`config.mk`:
```
export PLATFORM = sky130hd
export DESIGN_NAME = uart_rx_frame_ctrl
export DESIGN_NICKNAME = d
export VERILOG_FILES = /design/src/rtl/uart_rx_frame_ctrl.sv
export SDC_FILE = /design/constraint.sdc
export NUM_CORES = 1
export LEC_CHECK = 0
export BUFFER_PORTS_ARGS = -buffer_cell sky130_fd_sc_hd__buf_2
export CAP_MARGIN = 40
export CORE_ASPECT_RATIO = 0.75
export CORE_MARGIN = 5
export CORE_UTILIZATION = 55
export CTS_CLUSTER_DIAMETER = 100
export DETAILED_ROUTE_END_ITERATION = 8
export GPL_TIMING_DRIVEN = 0
export PLACE_DENSITY = 0.74
export SLEW_MARGIN = 20
export SYNTH_ARGS = -nofsm -noshare
export SYNTH_HDL_FRONTEND = slang
export SYNTH_SLANG_ARGS = --single-unit
export TNS_END_PERCENT = 10
```
`constraint.sdc`:
```
create_clock -name clk -period 3.4 [get_ports clk]
set_input_delay 0.34 -clock clk [delete_from_list [all_inputs] [get_ports clk]]
set_output_delay 0.34 -clock clk [all_outputs]
set_load 0.02 [all_outputs]
```
`src/rtl/uart_rx_frame_ctrl.sv`:
```
// Frames the uart_rx byte stream as SOF, LEN, payload, CSUM and releases the buffered
// payload on a valid/ready stream only once the 8-bit checksum of LEN..CSUM is zero.
module uart_rx_frame_ctrl #(
  parameter int          CLKS_PER_BIT = 10,
  parameter int          MAX_LEN      = 16,
  parameter int          TIMEOUT_BITS = 20,
  parameter logic [7:0]  SOF          = 8'h7E,
  localparam int         LW           = $clog2(MAX_LEN + 1)
) (
  input  logic          clk,
  input  logic          rst_n,
  input  logic          i_rx_valid,
  input  logic [7:0]    i_rx_data,
  input  logic          i_rx_busy,
  output logic [7:0]    o_data,
  output logic          o_valid,
  input  logic          i_ready,
  output logic          o_last,
  output logic [LW-1:0] o_len,
  output logic          o_busy,
  output logic          o_err,
  output logic [1:0]    o_err_code
);

  localparam int TERM  = TIMEOUT_BITS * CLKS_PER_BIT;
  localparam int TW    = $clog2(TERM + 1);
  localparam int AW    = (MAX_LEN > 1) ? $clog2(MAX_LEN) : 1;
  localparam int DEPTH = 1 << AW;

  localparam logic [1:0] E_BADLEN  = 2'd0;
  localparam logic [1:0] E_CSUM    = 2'd1;
  localparam logic [1:0] E_TIMEOUT = 2'd2;
  localparam logic [1:0] E_OVERRUN = 2'd3;

  typedef enum logic [2:0] {
    S_IDLE,
    S_LEN,
    S_PAYLOAD,
    S_CSUM,
    S_DRAIN
  } state_t;

  state_t          r_state;
  logic [7:0]      r_sum;
  logic [LW-1:0]   r_wr_ptr;
  logic [LW-1:0]   r_rd_ptr;
  logic [LW-1:0]   r_len;
  logic [TW-1:0]   r_tmo;
  logic [7:0]      r_data;
  logic            r_valid;
  logic            r_last;
  logic            r_err;
  logic [1:0]      r_err_code;
  logic [7:0]      r_buf [0:DEPTH-1];

  logic [LW-1:0]   w_rd_next;
  logic [LW-1:0]   w_wr_next;
  logic [7:0]      w_csum;
  logic            w_tmo_term;
  logic            w_buf_we;

  assign w_rd_next  = r_rd_ptr + LW'(1);
  assign w_wr_next  = r_wr_ptr + LW'(1);
  assign w_csum     = r_sum + i_rx_data;
  assign w_tmo_term = (r_tmo == TW'(TERM - 1));
  assign w_buf_we   = (r_state == S_PAYLOAD) && i_rx_valid;

  // Payload store; contents need no reset since they are only read after being written.
  always_ff @(posedge clk) begin
    if (w_buf_we) begin
      r_buf[r_wr_ptr[AW-1:0]] <= i_rx_data;
    end
  end

  always_ff @(posedge clk or negedge rst_n) begin
    if (!rst_n) begin
      r_state    <= S_IDLE;
      r_sum      <= '0;
      r_wr_ptr   <= '0;
      r_rd_ptr   <= '0;
      r_len      <= '0;
      r_tmo      <= '0;
      r_data     <= '0;
      r_valid    <= 1'b0;
      r_last     <= 1'b0;
      r_err      <= 1'b0;
      r_err_code <= '0;
    end else begin
      r_err <= 1'b0;
      case (r_state)
        S_IDLE: begin
          if (i_rx_valid && (i_rx_data == SOF)) begin
            r_state <= S_LEN;
            r_tmo   <= '0;
          end
        end

        S_LEN, S_PAYLOAD, S_CSUM: begin
          // A byte arriving on the terminal count cycle takes priority over the timeout.
          if (i_rx_valid) begin
            r_tmo <= '0;
            if (r_state == S_LEN) begin
              if ((i_rx_data == 8'h00) || (i_rx_data > 8'(MAX_LEN))) begin
                r_err      <= 1'b1;
                r_err_code <= E_BADLEN;
                r_state    <= S_IDLE;
              end else begin
                r_len    <= i_rx_data[LW-1:0];
                r_sum    <= i_rx_data;
                r_wr_ptr <= '0;
                r_state  <= S_PAYLOAD;
              end
            end else if (r_state == S_PAYLOAD) begin
              r_sum    <= r_sum + i_rx_data;
              r_wr_ptr <= w_wr_next;
              if (w_wr_next == r_len) begin
                r_state <= S_CSUM;
              end
            end else begin
              if (w_csum == 8'h00) begin
                r_rd_ptr <= '0;
                r_data   <= r_buf[0];
                r_valid  <= 1'b1;
                r_last   <= (r_len == LW'(1));
                r_state  <= S_DRAIN;
              end else begin
                r_err      <= 1'b1;
                r_err_code <= E_CSUM;
                r_state    <= S_IDLE;
              end
            end
          end else if (!i_rx_busy) begin
            if (w_tmo_term) begin
              r_err      <= 1'b1;
              r_err_code <= E_TIMEOUT;
              r_tmo      <= '0;
              r_state    <= S_IDLE;
            end else begin
              r_tmo <= r_tmo + TW'(1);
            end
          end
        end

        S_DRAIN: begin
          if (i_rx_valid) begin
            r_err      <= 1'b1;
            r_err_code <= E_OVERRUN;
          end
          if (r_valid && i_ready) begin
            if (r_last) begin
              r_valid <= 1'b0;
              r_last  <= 1'b0;
              r_data  <= '0;
              r_state <= S_IDLE;
            end else begin
              r_rd_ptr <= w_rd_next;
              r_data   <= r_buf[w_rd_next[AW-1:0]];
              r_last   <= (w_rd_next == (r_len - LW'(1)));
            end
          end
        end

        default: r_state <= S_IDLE;
      endcase
    end
  end

  assign o_data     = r_data;
  assign o_valid    = r_valid;
  assign o_last     = r_last;
  assign o_len      = r_len;
  assign o_busy     = (r_state != S_IDLE);
  assign o_err      = r_err;
  assign o_err_code = r_err_code;

endmodule

```
==> results of run 1 <==
[flip-flops by register name, indices dropped and copies added, names as in the netlist]
signal      count
o_data          8
o_err           1
o_len           5
r_wr_ptr        5
o_valid         1
o_err_code      2
r_state         3
r_rd_ptr        5
o_last          1
r_sum           8
r_buf         128
r_tmo           8
[logic make-up after synthesis]
kind of cell    Yosys count  synth area share, %
flops                   175                 62.6
buf+inv                  31                 1.97
xor+xnor                 20                 2.37
simple gates            140                 8.75
fa+ha+maj                16                 2.59
compound gates           78                 6.86
mux                      59                 14.9
[power groups by stage]
stage	logic [uW]	registers [uW]	clock network, uW
floorplan	797	2610	0
global placement	1100	2590	0
detailed placement	1160	2600	0
CTS	1170	2550	1940
global route	1300	2580	2050
finish	1190	2560	1930
[area by class of cell]
type | count | area share, %
Sequential cell | 175 | 55.1
Multi-Input combinational cell | 313 | 31.5
Clock buffer | 18 | 4.71
Tap cell | 200 | 2.75
Timing Repair Buffer | 38 | 2.49
Clock inverter | 14 | 1.70
Buffer | 19 | 1.25
Inverter | 12 | 0.495
[worst max path at each step]
stage | cells past startpoint | slack [ns] | endpoint
floorplan | 9 | 0.63 | o_data[2]
global placement | 10 | -0.10 | o_data[2]
detailed placement | 10 | -0.14 | o_data[2]
CTS | 7 | 0.006 | o_data[2]
global route | 9 | 0.05 | o_data[2]
finish | 7 | 0.13 | o_data[4]
[placed cells by master (no fill, tap or decap), drive strengths merged, types with 6 or more instances in the layout]
cell,count
a21oi,6
a22o,8
a31oi,7
buf,45
clkbuf,29
clkinv,6
dfrtp,47
edfxtp,128
ha,15
inv,17
mux2,15
mux4,40
nand2,33
nand2b,10
nand3,18
nor2,36
nor3,12
o21ai,26
xnor2,13
xor2,7
[worst register-to-register path, stage by stage (launching register included)]
cell and delay [ns]:
dfrtp_1 0.41, ha_1 0.29, clkbuf_1 0.40, clkbuf_1 0.60
mux4_1 0.49, mux4_2 0.47, a22o_1 0.23, mux2_4 0.26
[repair_timing]
| item | CTS | global route |
|---|---|---|
| buffers inserted | 0 | 2 |
| resized for setup | 0 | 1 |
| endpoints found under the setup margin | 0 | 6 |
| hold buffers | 1 | 0 |
| endpoints found under the hold margin | 19 | 0 |
[layer usage]
layer / part of all wire, % / vias to the layer above / global-route usage [%]
met1: 45 / 2471 / 32.6
met3: 9.5 / 25 / 7.32
li1: - / 2175 / -
met5: 0 / - / 0
met2: 44 / 220 / 32.1
met4: 1.5 / 0 / 6.65
[metrics by stage]
| stage | power [uW] | setup TNS [ns] | area, sq um | instances |
|---|---|---|---|---|
| floorplan | 3410 | 0 | 8020 | 519 |
| global placement | 3690 | -0.446 | 8420 | 749 |
| detailed placement | 3760 | -0.609 | 8470 | 751 |
| CTS | 5670 | 0 | 9060 | 784 |
| global route | 5920 | 0 | 9100 | 789 |
| finish | 5680 | 0 | 9100 | 789 |
==> impl_results.md, run 1 <==
* Die Wd at between 100 and 150 um
* Area growth from synthesis to layout at 13.5%
* FF-to-FF Start: r_rd_ptr[1]
* CP cell instances: ha_1 > clkbuf_1 > clkbuf_1 > mux4_1 > mux4_2 > a22o_1 > mux2_4
* Boundary pin count at 32
* Lkg Pwr at between 0.003 and 0.004 uW
* Critical Path Max Stage Delay at slightly below 0.6 ns
* Max IR drop VDD at between 0.5 and 0.6 mV
* CP arrival at 3.58 ns
* Combinational power share at 20.9%
* Least-Margin Pin Slew at 0.864 ns
* Share of power burned in registers at 45.1%
* Post-synthesis cell type count at 67
* Post-Syn Area at 0.00802 sq mm
* Mapped Avg Cell Area at 15.5 sq um
* CTS H-tree lvls at 4
* Post-DP HPWL at approximately 12000 um
* FF-to-FF End: o_data[4]
* Crit path buf inv count at 2
* Register area at about 0.0050 sq mm
* Residual DRC count at 0
* Most common flop cell mapped by yosys: edfxtp_1
* Initial antenna violation count at 0
* WHS Endpoint: o_err
* Worst setup path startpoint: r_rd_ptr[1]
* DRT Pass-1 Iters at 8
* Top cell type's share of synthesized area at 47.9%
* Fill cell count at 1054
* Final Core Density at 63.4%
* Setup CP Type: flip-flop to flip-flop
* Number of flops mapped to enable cells by yosys at 128
* Reg clk slew, reported paths at 0.07 ns
* CTS tree: done
* RSZ-0062 raised after global routing: false
* Fraction of registers with async set/reset at 26.9%
* WL/cell at 22.8 um
* Sw Ratio at about 30%
* Final Cycle Share at 96.0%
* CP Data Required Time at 3.71 ns
* Worst hold path class: input pin to flip-flop
* Core area at 0.0144 sq mm
* Initial Util at 55.9%
* Clock power share at 34.0%
* CP Launch Type: flip-flop
* DRT iter0 DRCs at between 600 and 700
* GPL Wtd Cong at 0.897
* Rows at 38
* Reg2Reg Depth at 7
* Cell internal pwr at 3990 uW
* Post-synth top cells: 128 x edfxtp_1, 47 x dfrtp_1, 36 x nor2_1
* Total Nets Final at 605
* Post-Place Setup Slack at -0.140 ns
* Port bufs at 30
* Routed via count at 4891
* Number of synthesized register bits at between 150 and 200
* Critical Path End Type: flip-flop
* Multi-input gate area in the final layout at 0.00286 sq mm
* PwrDens at 624 mW/mm^2
* Most frequent CP cell: clkbuf_1
* Psw at 1680 uW
* Clock tree sinks at 175
* Synth Net Count at 548
* CTS buffer count at 17
* Clk_skew at about 0.016 ns
* Maximum fanout along the worst path at 10
* Max_cap viols at 0
* Layout cell share with drive strength beyond 1 at 20.2%
* Tmin final at around 3.3 ns
* Seq/Total Area, Yosys at 62.6%
* Tot GR Track Use at 22.2%
* Final Hold Fails at 0
* Max_slew headroom at a little over two fifths
* R2R setup slack at 0.13 ns
* Clk Latency, worst-skew pair at 0.43 ns
* Fin. max-slew vios at 0
* Clk buf depth at 2
* Antenna Violating Nets Remaining at 0
* Hold Path Depth at 3
* Status: finished, final reports clean
* Vias in the first global route at 4808
* Root Driver: clkbuf_16
* # diodes at 0
* Synth Warn # at 0
* Fin Hold WS at 0.336 ns
* Post-Syn Instances at between 500 and 600
* First-pass GRT wire length at roughly 28000 um
* Synth top area cells: edfxtp_1 48%, dfrtp_1 15%, mux4_2 6.5%
* CP top delay family: multiplexers
* Area leader, netlist: edfxtp_1
* Vias/cell at 6.20
* Worst path slowest cell: clkbuf_1
* Total Wirelength at ~18000 um
* Die Ht at around 110 um
* Hold_sp: i_rx_valid
* Largest net degree at the start of global routing at 29
* Setup WS post-layout at 0.134 ns
* Fmax at ~300 MHz
* GRT Residual Overflow at 0
* Most common cell in the netlist: edfxtp_1
* Setup-failing EPs final at 0
* Die area at 0.0171 sq mm
Power figures use the tool's default switching activity.
==> run 2, diff against run 1 <==
--- a/config.mk
+++ b/config.mk
@@ -7,7 +7,6 @@
 export LEC_CHECK = 0
 export BUFFER_PORTS_ARGS = -buffer_cell sky130_fd_sc_hd__buf_2
 export CAP_MARGIN = 40
-export CORE_ASPECT_RATIO = 0.75
 export CORE_MARGIN = 5
 export CORE_UTILIZATION = 55
 export CTS_CLUSTER_DIAMETER = 100
==> run 2 against run 1 <==
  * Final cell count shrank 2.2%
  * Global-route usage shrank 0.089 points
  * Clock skew shrank 0.0059 ns
  * Flip-flop and latch count is the same
  * Largest cell class unchanged
  * Highest routed layer unchanged
==> impl_results.md, run 2 (synthesis gave the netlist of run 1 again) <==
* Post-Place Setup Slack at -0.216 ns (-0.0761 ns)
* Max IR drop VDD at 0.404 mV (-21%)
* Vias/cell at 6.24 (+0.74%)
* Clk Latency, worst-skew pair at 0.43 ns (about the same)
* Root Driver: clkbuf_16
* Lkg Pwr at 0.00336 uW (-0.55%)
* WHS Endpoint: o_err
* Tmin final at 3.24 ns (-0.0239 ns)
* CP Launch Type: flip-flop
* Fin Hold WS at 0.330 ns (-0.00625 ns)
* Status: finished, final reports clean
* DRT iter0 DRCs at 444 (-33%)
* Total Nets Final at 604 (-0.17%)
* Clock tree sinks at 175 (unchanged)
* Layout cell share with drive strength beyond 1 at 20.2% (+0.034 points)
* First-pass GRT wire length at 27600 um (-0.99%)
* CTS buffer count at 17 (unchanged)
* Final Cycle Share at 95.3% (-0.70 points)
* Final Hold Fails at 0 (unchanged)
* Rows at 44 (+16%)
* Reg clk slew, reported paths at 0.07 ns (about the same)
* Initial antenna violation count at 0 (unchanged)
* Fin. max-slew vios at 0 (unchanged)
* Least-Margin Pin Slew at 0.824 ns (-0.0401 ns)
* Reg2Reg Depth at 9 (+2)
* Total Wirelength at 17700 um (-1.5%)
* Final Total Pwr at 5620 uW (-0.99%)
* Setup WS post-layout at 0.158 ns (+0.0239 ns)
* Routed via count at 4821 (-1.4%)
* Hold Path Depth at 3 (unchanged)
* Residual DRC count at 0 (unchanged)
* Critical Path End Type: flip-flop
* Initial Util at 55.6% (-0.25 points)
* DRT Pass-1 Iters at 5 (-3)
* Maximum fanout along the worst path at 10 (unchanged)
* Number of flip-flops in the largest register at 128 (unchanged)
* Design Area, Final at 0.00907 sq mm (-0.30%)
* Die area at 0.0171 sq mm (-0.15%)
* Port bufs at 30 (unchanged)
* Hold_sp: i_rx_valid
* R2R setup slack at 0.16 ns (+0.02 ns)
* Tot GR Track Use at 22.2% (-0.089 points)
* CTS tree: done
* Most frequent cells in the layout: 128 x edfxtp_1, 47 x dfrtp_1, 36 x nor2_1
* Vias in the first global route at 4773 (-0.73%)
* Max_cap viols at 0 (unchanged)
* FF-to-FF Start: r_sum[0]
* Setup CP Type: flip-flop to flip-flop
* Post-DP Area at 0.00846 sq mm (about the same)
* WL/cell at 22.9 um (+0.71%)
* CTS H-tree lvls at 4 (unchanged)
* Worst hold path class: input pin to flip-flop
* CP arrival at 3.55 ns (-0.03 ns)
* Max_slew headroom at 44.9% (+2.8 points)
* RSZ-0062 raised after global routing: false
* Die Wd at 131 um (-13%)
* FF-to-FF End: o_data[6]
* # diodes at 0 (unchanged)
* Setup-failing EPs final at 0 (unchanged)
* Antenna Violating Nets Remaining at 0 (unchanged)
* Leading cell type in the layout, fill and taps excluded: edfxtp_1
* GRT Residual Overflow at 0 (unchanged)
* Die Ht at 131 um (+14%)
* Largest net degree at the start of global routing at 32 (+10%)
* CP Data Required Time at 3.71 ns (about the same)
* Post-DP HPWL at 11600 um (-4.5%)
* PwrDens at 619 mW/mm^2 (-0.69%)
* Clk_skew at 0.00997 ns (-0.00594 ns)
* Core area at 0.0144 sq mm (+0.45%)
* GPL Wtd Cong at 0.908 (+1.2%)
* Boundary pin count at 32 (unchanged)
* Fmax at 308 MHz (+0.74%)
* Area growth from synthesis to layout at 13.2%
* Clk buf depth at 2 (unchanged)
==> run 2: changes by cell type in the layout (fill, tap and decap cells not counted), sizes merged <==
cell | before | now
clkinv | 6 | 4
clkinvlp | 1 | 3
buf | 45 | 44
bufinv | 2 | 1
inv | 17 | 18
==> run 2: worst max path at each step <==
stage / slack, ns / endpoint / from / cells after the start
6_report: 0.16 / o_data[6] / r_sum[0] / 9
5_1_grt: 0.01 / o_data[6] / r_sum[0] / 9
4_1_cts: 0.09 / o_data[3] / r_sum[0] / 9
3_5_place_dp: -0.22 / o_data[2] / i_rx_data[0] / 10
3_3_place_gp: -0.06 / o_data[6] / i_rx_data[0] / 10
2_1_floorplan: 0.63 / o_data[2] / r_sum[0] / 9
==> run 2: through the flow <==
step / setup TNS [ns] / utilization (%) / std cells
floorplan: 0 / - / 519
global placement: -0.237 / 58.2 / 733
detailed placement: -1.04 / 58.6 / 736
CTS: 0 / 62.7 / 769
global route: 0 / 62.9 / 772
finish: 0 / 62.9 / 772
==> run 2: per-layer routing <==
| metal | up-vias | share of wire [%] | GRT usage [%] |
|---|---|---|---|
| met4 | 0 | 1.6 | 6.59 |
| li1 | 2172 | - | - |
| met2 | 201 | 50 | 35.7 |
| met5 | - | 0 | 0 |
| met3 | 26 | 6.0 | 4.43 |
| met1 | 2422 | 42 | 31.1 |
==> run 2: layout make-up <==
type	instances	area, sq um
clock inverters	14	151
fillers	1014	5350
flip-flops and latches	175	5020
well taps	184	230
multi-input cells	313	2870
inverters	12	45.0
clock buffers	18	429
plain buffers	19	113
repair buffers	37	219
==> run 2: repair_timing <==
action / in CTS / in global routing
endpoints found under the hold margin: 16 / 0
endpoints found under the setup margin: 0 / 5
resized for setup: 0 / 1
buffers inserted: 0 / 0
hold buffers: 1 / 0
==> run 2: power breakdown <==
| part | internal, uW | total (uW) | switching [uW] | leakage [uW] |
|---|---|---|---|---|
| registers | 2420 | 2550 | 137 | 0.00176 |
| logic | 485 | 1180 | 697 | 0.00132 |
| clock network | 1030 | 1880 | 851 | 0.000274 |
==> run 2: worst max-delay path, cell delays in order (launching register included) <==
cell and delay [ns]:
dfrtp_1 0.39, ha_1 0.22, fa_1 0.43, xor2_1 0.18
or3_1 0.34, a221oi_1 0.36, nand3_1 0.29, o21ai_4 0.37
buf_6 0.21, mux2_2 0.34
==> run 3, diff against run 2 <==
--- a/config.mk
+++ b/config.mk
@@ -9,10 +9,11 @@
 export CAP_MARGIN = 40
 export CORE_MARGIN = 5
 export CORE_UTILIZATION = 55
+export CTS_BUF_LIST = sky130_fd_sc_hd__clkbuf_4 sky130_fd_sc_hd__clkbuf_8 sky130_fd_sc_hd__clkbuf_16
 export CTS_CLUSTER_DIAMETER = 100
 export DETAILED_ROUTE_END_ITERATION = 8
 export GPL_TIMING_DRIVEN = 0
-export PLACE_DENSITY = 0.74
+export PLACE_DENSITY = 0.72
 export SLEW_MARGIN = 20
 export SYNTH_ARGS = -nofsm -noshare
 export SYNTH_HDL_FRONTEND = slang
==> run 3 against run 2 <==
  * Sequential share of layout area up 0.11 points
  * First-iteration DRC count increased by 31%
  * Maximum frequency fell by 0.82%
  * Combinational power about the same
  * Flip-flop and latch count did not move
  * Sequential power is essentially flat
  * Wire length shrank 1.3%
  * Final cell count rose by 0.13%
  * Total power fell by 1.4%
  * Critical path type unchanged
  * Highest routed layer is now met5
==> impl_results.md, run 3 (synthesis gave the netlist of run 1 again) <==
* FF-to-FF Start: r_sum[0]
* Final Cycle Share at 96.1% (+0.79 points)
* DRT iter0 DRCs at 580 (+31%)
* Reg2Reg Depth at 9 (unchanged)
* Routed via count at 4892 (+1.5%)
* First-pass GRT wire length at 27100 um (-1.6%)
* GPL Wtd Cong at 0.882 (-2.8%)
* Post-route non-filler standard cell count at 773 (+0.13%)
* Vias/cell at 6.33 (+1.3%)
* Hold_sp: i_rx_valid
* DRT Pass-1 Iters at 5 (unchanged)
* Tot GR Track Use at 21.7% (-0.46 points)
* Leading cell type in the layout, fill and taps excluded: edfxtp_1
* Lkg Pwr at 0.00336 uW (about the same)
* Fmax at 306 MHz (-0.82%)
* Reg clk slew, reported paths at 0.07 ns (about the same)
* Fin. max-slew vios at 0 (unchanged)
* WHS Endpoint: o_err
* Die area at 0.0171 sq mm (unchanged)
* Clk buf depth at 2 (unchanged)
* Die Ht at 131 um (unchanged)
* Worst hold path class: input pin to flip-flop
* Setup-failing EPs final at 0 (unchanged)
* CTS H-tree lvls at 4 (unchanged)
* CP Data Required Time at 3.71 ns (about the same)
* # diodes at 0 (unchanged)
* Number of flip-flops in the largest register at 128 (unchanged)
* Layout cell share with drive strength beyond 1 at 20.5% (+0.31 points)
* Antenna Violating Nets Remaining at 0 (unchanged)
* Total Wirelength at 17500 um (-1.3%)
* Root Driver: clkbuf_16
* Core area at 0.0144 sq mm (unchanged)
* Initial Util at 55.6% (unchanged)
* Final Total Pwr at 5540 uW (-1.4%)
* Max IR drop VDD at 0.427 mV (+5.8%)
* Clock tree sinks at 175 (unchanged)
* Boundary pin count at 32 (unchanged)
* RSZ-0062 raised after global routing: false
* Least-Margin Pin Slew at 0.844 ns (+0.0201 ns)
* CTS buffer count at 17 (unchanged)
* Rows at 44 (unchanged)
* Initial antenna violation count at 1 (+1)
* Clk Latency, worst-skew pair at 0.43 ns (about the same)
* R2R setup slack at 0.13 ns (-0.03 ns)
* Cells after DPL at 736 (unchanged)
* CP arrival at 3.58 ns (+0.03 ns)
* Hold Path Depth at 3 (unchanged)
* Tmin final at 3.27 ns (+0.0268 ns)
* CTS tree: done
* Status: finished, final reports clean
* Setup CP Type: flip-flop to flip-flop
* GRT Residual Overflow at 0 (unchanged)
* Post-CTS Setup Inserts at 0 (unchanged)
* Maximum fanout along the worst path at 10 (unchanged)
* CP Launch Type: flip-flop
* Clk_skew at 0.00751 ns (-0.00246 ns)
* Final Hold Fails at 0 (unchanged)
* Post-DP HPWL at 11700 um (+1.2%)
* Critical Path End Type: flip-flop
* PwrDens at 612 mW/mm^2 (-1.2%)
* Max_slew headroom at 43.5% (-1.3 points)
* FF-to-FF End: o_data[3]
* Residual DRC count at 0 (unchanged)
* Vias in the first global route at 4824 (+1.1%)
* Largest net degree at the start of global routing at 26 (-19%)
* Die Wd at 131 um (unchanged)
* Most frequent cells in the layout: 128 x edfxtp_1, 47 x dfrtp_1, 36 x nor2_1
* WL/cell at 22.6 um (-1.5%)
* Total Nets Final at 605 (+0.17%)
* Max_cap viols at 0 (unchanged)
* Area growth from synthesis to layout at 12.9%
* Port bufs at 30 (unchanged)
[run 3: final cells by class]
class / count / area, sq um
plain buffers: 19 / 113
clock buffers: 18 / 433
clock inverters: 14 / 123
fillers: 1060 / 5370
inverters: 12 / 45.0
multi-input cells: 313 / 2870
flip-flops and latches: 175 / 5020
well taps: 184 / 230
repair buffers: 38 / 226
[run 3: critical path, stage by stage (launching register included)]
cell and delay, ns:
dfrtp_1 0.39, ha_1 0.22, fa_1 0.42, a211oi_1 0.41
o21bai_1 0.17, a221oi_1 0.45, nand3_2 0.23, o21ai_4 0.32
buf_6 0.20, mux2_2 0.34
[run 3: timing repair]
item                                   in CTS  in global routing
endpoints found under the hold margin      22                  0
setup endpoints to repair                   0                  5
hold buffers                                1                  0
gates resized for setup                     0                  1
[run 3: worst max-delay path by stage]
| stage | start | slack, ns | depth (start not counted) | endpoint |
|---|---|---|---|---|
| after floorplan | r_sum[0] | 0.63 | 9 | o_data[2] |
| after global placement | i_rx_data[0] | -0.06 | 10 | o_data[2] |
| after detailed placement | i_rx_data[0] | -0.15 | 10 | o_data[3] |
| after CTS | r_sum[0] | 0.15 | 9 | o_data[3] |
| after global routing | r_sum[0] | 0.02 | 9 | o_data[6] |
| final | r_sum[0] | 0.13 | 9 | o_data[3] |
[run 3: metrics by stage]
step | worst slack, ns | TNS [ns] | instance area, sq um | utilization, % | hold slack [ns]
after global routing | 0.0169 | 0 | 9060 | 62.8 | 0.337
final | 0.131 | 0 | 9060 | 62.8 | 0.308
after floorplan | 0.631 | 0 | 8020 | - | 0.0444
after detailed placement | -0.152 | -0.672 | 8460 | 58.6 | 0.351
after CTS | 0.146 | 0 | 9020 | 62.6 | 0.297
after global placement | -0.0604 | -0.239 | 8400 | 58.2 | 0.477
[run 3: where the power goes]
part           switching, uW  internal, uW
Clock                    852           970
Combinational            683           482
Sequential               138          2420
[run 3: per-layer routing]
layer,up-vias,global-route usage [%],routed length (um)
met4,2,6.41,334
met2,202,35.3,8700
met5,-,0,7
met1,2491,29.9,7280
met3,28,4.63,1130
li1,2169,-,-
